===== src/rtl/sevseg_scan_latch.sv =====
// Latched, time-multiplexed driver for a 4-digit common-anode seven-segment display.
// A load strobe captures the value to show; a free-running counter scans digits with a per-slot anode guard.
module sevseg_scan_latch #(
  parameter int          CNT_W     = 19,
  parameter int unsigned GUARD_CYC = 64,
  parameter bit          BLANK_LZ  = 1'b0
) (
  input  logic        clk,
  input  logic        reset,
  input  logic        load,
  input  logic [15:0] din,
  input  logic [3:0]  dp_in,
  input  logic        blank,
  output logic [6:0]  seg,
  output logic        dp,
  output logic [3:0]  an,
  output logic [15:0] shown
);

  typedef enum logic {
    PH_GUARD  = 1'b0,
    PH_ACTIVE = 1'b1
  } phase_t;

  logic [CNT_W-1:0] r_cnt;
  logic [15:0]      r_shown;
  logic [3:0]       r_dp_hold;
  logic [6:0]       r_seg;
  logic             r_dp;
  logic [3:0]       r_an;

  logic [1:0]       w_idx;
  logic [CNT_W-3:0] w_low;
  phase_t           w_phase;
  logic [3:0]       w_nib;
  logic [3:0]       w_zero_from;
  logic             w_dig_blank;

  function automatic logic [6:0] hex_seg(input logic [3:0] v);
    case (v)
      4'h0: hex_seg = 7'h40;
      4'h1: hex_seg = 7'h79;
      4'h2: hex_seg = 7'h24;
      4'h3: hex_seg = 7'h30;
      4'h4: hex_seg = 7'h19;
      4'h5: hex_seg = 7'h12;
      4'h6: hex_seg = 7'h02;
      4'h7: hex_seg = 7'h78;
      4'h8: hex_seg = 7'h00;
      4'h9: hex_seg = 7'h10;
      4'hA: hex_seg = 7'h08;
      4'hB: hex_seg = 7'h03;
      4'hC: hex_seg = 7'h46;
      4'hD: hex_seg = 7'h21;
      4'hE: hex_seg = 7'h06;
      default: hex_seg = 7'h0E;
    endcase
  endfunction

  assign w_idx   = r_cnt[CNT_W-1 -: 2];
  assign w_low   = r_cnt[CNT_W-3:0];
  assign w_phase = (32'(w_low) < GUARD_CYC) ? PH_GUARD : PH_ACTIVE;

  always_comb begin
    w_nib = r_shown[3:0];
    case (w_idx)
      2'd0: w_nib = r_shown[3:0];
      2'd1: w_nib = r_shown[7:4];
      2'd2: w_nib = r_shown[11:8];
      default: w_nib = r_shown[15:12];
    endcase
  end

  // w_zero_from[i]: nibbles i..3 are all zero; digit 0 is never a leading zero.
  always_comb begin
    w_zero_from[3] = (r_shown[15:12] == 4'h0);
    w_zero_from[2] = w_zero_from[3] && (r_shown[11:8] == 4'h0);
    w_zero_from[1] = w_zero_from[2] && (r_shown[7:4] == 4'h0);
    w_zero_from[0] = 1'b0;
  end

  assign w_dig_blank = BLANK_LZ && w_zero_from[w_idx];

  always_ff @(posedge clk) begin
    if (reset) begin
      r_cnt     <= '0;
      r_shown   <= '0;
      r_dp_hold <= '0;
      r_seg     <= 7'h7F;
      r_dp      <= 1'b1;
      r_an      <= 4'hF;
    end else begin
      r_cnt <= r_cnt + 1'b1;
      if (load) begin
        r_shown   <= din;
        r_dp_hold <= dp_in;
      end
      r_seg <= w_dig_blank ? 7'h7F : hex_seg(w_nib);
      r_dp  <= ~r_dp_hold[w_idx];
      // Segments already carry the new digit during the guard; only anodes stay dark.
      if (blank || (w_phase == PH_GUARD) || w_dig_blank)
        r_an <= 4'hF;
      else
        r_an <= ~(4'b0001 << w_idx);
    end
  end

  assign seg   = r_seg;
  assign dp    = r_dp;
  assign an    = r_an;
  assign shown = r_shown;

endmodule


===== config.mk =====
export PLATFORM = sky130hd
export DESIGN_NAME = sevseg_scan_latch
export DESIGN_NICKNAME = d
export VERILOG_FILES = /design/src/rtl/sevseg_scan_latch.sv
export SDC_FILE = /design/constraint.sdc
export NUM_CORES = 1
export LEC_CHECK = 0
export BUFFER_PORTS_ARGS = -buffer_cell sky130_fd_sc_hd__buf_2
export CAP_MARGIN = 5
export CORE_MARGIN = 2
export CORE_UTILIZATION = 50
export DETAILED_ROUTE_END_ITERATION = 10
export PLACE_DENSITY = 0.74
export RECOVER_POWER = 50
export SYNTH_ARGS = -nofsm -noshare
export SYNTH_HDL_FRONTEND = slang
export SYNTH_SLANG_ARGS = --single-unit

===== constraint.sdc =====
create_clock -name clk -period 4.1 [get_ports clk]
set_input_delay 0.615 -clock clk [delete_from_list [all_inputs] [get_ports clk]]
set_output_delay 0.615 -clock clk [all_outputs]
set_load 0.05 [all_outputs]

-- Word level (Yosys, flattened, before mapping)
Memory sizes are Yosys's and may differ from the RTL's. A register that Yosys moved wholly into a read port is not among the register bits.
Index checks and enable logic that the tools add are counted.
Widths: inputs -> output; s select.
- bits in registers: 44
- memory bits (read-only): 112
- input bits: 24
- memories: 1
- memories (name ; words ; bits a word ; rd ports ; clocked after memory_dff ; wr ports ; RTL line ; RTL):
    (name not given) ; 16 ; 7 ; 1 ; 1 ; 0 ; 40 ; case (v)
- $add $sub $neg: 1
- $lt $le $gt $ge: 2
- equality and inequality tests: 2
- shift operators: 1
- multiplexer cells: 3
- bitwise logic cells: 2
- reduce and logical (&&, ||, !) cells: 3
- operator list (operator ; number):
    $add 19x1->19 const B ; 1
    $lt 17x7->1 const B ; 1
    $pmux 4 s3 ; 1
    $not 4->4 ; 1
    $shl 1x2->4 const A ; 1
    $lt 2x3->1 const B ; 1
    $bmux 1 s2 ; 1
    $eq 2x1->1 const B ; 1
    $eq 2x2->1 const B ; 1
    $logic_not 2->1 ; 1
    $reduce_or 2->1 ; 1
    $logic_or 1x1->1 ; 1
    $mux 1 ; 1
    $not 1->1 ; 1

-- Logic depth before layout (Yosys ltp)
- word-level depth: 3
- gate-level depth with buffers: 7
- gate-level depth less buffers: 6

-- Least setup slack after synthesis
No wires, ideal clock.
- path type: flip-flop to flip-flop
- start: register r_shown[9] (netlist: shown[9])
- end: register r_seg[3] (netlist: seg[3])
- library setup time: 0.135 ns
- arrival: 1.891 ns
- required time: 3.965 ns
- slack: 2.074 ns
- stages on the path, launching flop included: 7
- clock period less this slack: 2.026 ns
- path through: dfxtp_1 > mux4_2 > inv_1 > ha_1 > or2_2 > a211oi_1 > a31oi_1
- word-level cells in the longest chain between the ends: 1
- ends and longest elaborated chain (what ; RTL line ; RTL):
    start: declaration ; 26 ; logic [15:0] r_shown;
    start signal: assignment ; 95 ; r_shown <= din;
    $pmux 4 s3 ; 66 ; case (w_idx)
    end: declaration ; 28 ; logic [6:0] r_seg;
No other way between the ends.
A chain may end at the register's enable or synchronous reset.

==> flow_summary.yaml <==
cells_and_area:
  nets: 299
  final_cell_mix: "dfxtp_1, buf_2, nor2_1"
  final-seq-area_sq_um: 1021
  diodes: 0
  area_growth_pct: 16.48
  layout.cells.most_common: "dfxtp_1"
  multi_input_comb_area_sq_um: 1110
  drive_gt1_share_pct: 23.79
  fill_cells: 379
  postLayoutCoreUtil_pct: 59.94
power:
  p_leak_nw: 1.060
  vdd_drop_max_mv: 0.2012
  power_density_nw_per_um2: 382.0
synthesis:
  synth_area_per_cell_sq_um: 9.953
  syn_inst: 222
  syn_area_sq_um: 2210
  ys_dominant_reg_cell: "dfxtp_1"
  yosysWarnings: 0
  synth_edf_count: 0
  ys_ff_latch: 51
  yosysSeqAreaShare_pct: 46.21
  synth_nets: 253
  synth_cell_types: 42
  async_flop_share_pct: 0
global_route:
  grt_max_degree: 43
  grt_remaining_overflow: 0
  grt_usage_pct: 18.81
  grt_pass1_wl_microns: 7355
  grt_pass1_vias: 1511
  grt_antenna_before_repair: 0
route:
  totalWireLength_microns: 4427
  dr_total_vias: 1673
  via_per_inst: 5.212
  post_drt_wl_per_cell_microns: 13.79
  dr.first_iter.drc_count: 62
  drtAntennaViolNets: 0
  drc_errors: 0
  drtPass1Iterations: 4
clocking:
  tritoncts: "yes"
  clock_latency_ns: 0.30
  post_cts_buffers: 0
  cts_resized: 0
  path_clk_slew_ns: 0.09
  cts.sinks: 51
  clk_path_buf_depth: 2
  cts_buffers: 5
  root_buffer: "clkbuf_8"
  h-tree-depth: 2
  hold_buffers: 0
sta:
  timing.fmax_mhz: 374.0
  finClkSkew_ns: 0.007778
  maxSlewViolCount: 43
  maxSlewHeadroom_pct: -17.95
  rsz0062_at_grt: "no"
  worst_slack_ns: 1.426
  hold_viol: 0
  period_minus_slack_ns: 2.674
  setup_viol: 0
  fin_crit_sh_pct: 65.22
  setup_tns_ns: 0
  worst_pin_slew_ns: 1.769
  timing.hold.ws_ns: 0.4701
placement:
  io_buffers: 51
  gp_congestion: 0.8114
  place_ws_ns: 1.942
  hpwl_microns: 3188
worst_setup_path:
  critPathCaptureType: "register"
  r2r_cells: 5
  worstSetupPathType: "input port to register"
  critical_path_arrival_ns: 2.86
  path_max_fanout: 42
  r2r-end: "seg[3]"
  slowest_stage: "clkbuf_1"
  slowest_delay_ns: 1.24
  crit_path_start_kind: "input port"
  path_cells: "clkbuf_1 -> clkinv_1 -> o211ai_1 -> nand2_1"
  required_ns: 4.28
  r2r_start: "r_cnt[17]"
  r2r_slack_ns: 1.92
die:
  die-area_sq_um: 4967
  io-pin-count: 52
  core-area_sq_um: 4294
  start_util_pct: 51.46
  die_x_microns: 70.48
  die_h_microns: 70.48
  rows: 24
flow_run:
  cap_violations: 1
run_status:
  violations: "max-capacitance violations, max-slew violations"
  status: "complete, but fails checks"
hold_path:
  hold_start: "r_cnt[0]"
  min_to: "r_cnt[0]"
  hold_path_class: "register to register"
  hold_depth: 1
## worst max-delay path: cells and delay by family
kind	cells	cell delay, ns
and+or+nand+nor	1	0.06
AOI/OAI and AO/OA	1	0.24
buffers and inverters	2	1.93
## synthesized netlist by cell type, types with 3 or more instances
| master | n | area, sq um |
|---|---|---|
| or4_1 | 3 | 22.52 |
| buf_2 | 3 | 15.01 |
| inv_1 | 7 | 26.28 |
| o211ai_1 | 4 | 30.03 |
| nand2_1 | 11 | 41.29 |
| nand4_1 | 3 | 18.77 |
| clkbuf_1 | 8 | 30.03 |
| a21oi_1 | 4 | 20.02 |
| xnor2_1 | 11 | 96.34 |
| mux4_2 | 5 | 112.6 |
| nor3_1 | 4 | 20.02 |
| dfxtp_1 | 51 | 1021 |
| nand3_1 | 6 | 30.03 |
| ha_1 | 7 | 87.58 |
| nor2_1 | 36 | 135.1 |
| mux2i_1 | 22 | 220.2 |
| nor4_1 | 4 | 25.02 |
## how the worst max path moves through the flow
stage	from	slack, ns	end
after floorplan	shown[9]	2.07	seg[3]
after global placement	r_cnt[17]	1.99	seg[3]
after detailed placement	r_cnt[17]	1.94	seg[3]
after CTS	r_cnt[17]	1.94	seg[3]
after global routing	reset	1.14	r_cnt[16]
final	reset	1.43	r_cnt[16]
## stage by stage
step,area [sq um],total power [mW],std cells
after floorplan,2210,0.6486,222
after global placement,2481,0.6844,313
after detailed placement,2481,0.6866,313
after CTS,2581,0.9956,321
after global routing,2574,1.022,321
final,2574,0.9833,321
## logic make-up after synthesis
kind of cell    after synthesis  share of synthesized area [%]
xor+xnor                     13                          5.153
compound gates               19                          6.002
flops                        51                          46.21
buf+inv                      20                          3.567
fa+ha+maj                     7                          3.964
mux                          29                          16.08
simple gates                 83                          19.03
## registers in the layout, indices dropped and copies added (netlist names)
signal	cells
dp	1
r_cnt	19
r_dp_hold	4
shown	16
seg	7
an	4
## power by group
| part | switching, mW | internal [mW] | leakage [nW] |
|---|---|---|---|
| Sequential | 0.0132 | 0.516 | 0.418 |
| Clock | 0.155 | 0.154 | 0.0515 |
| Combinational | 0.100 | 0.0443 | 0.590 |
| Total | 0.268 | 0.715 | 1.06 |
## routing by layer
metal / up-vias / routed length (microns) / global-route usage [%]
met1: 770 / 2143 / 26.34
met3: 2 / 162 / 4.329
met5: - / 0 / 0
li1: 866 / - / -
met4: 0 / 26 / 6.197
met2: 35 / 2095 / 28.62
## final cells by class
class	count	area share, %
well taps	52	2.528
inverters	8	1.167
multi-input cells	151	43.12
flip-flops and latches	51	39.67
clock buffers	8	3.889
repair buffers	51	9.626
Note: power is estimated with default switching activity, not from simulation.
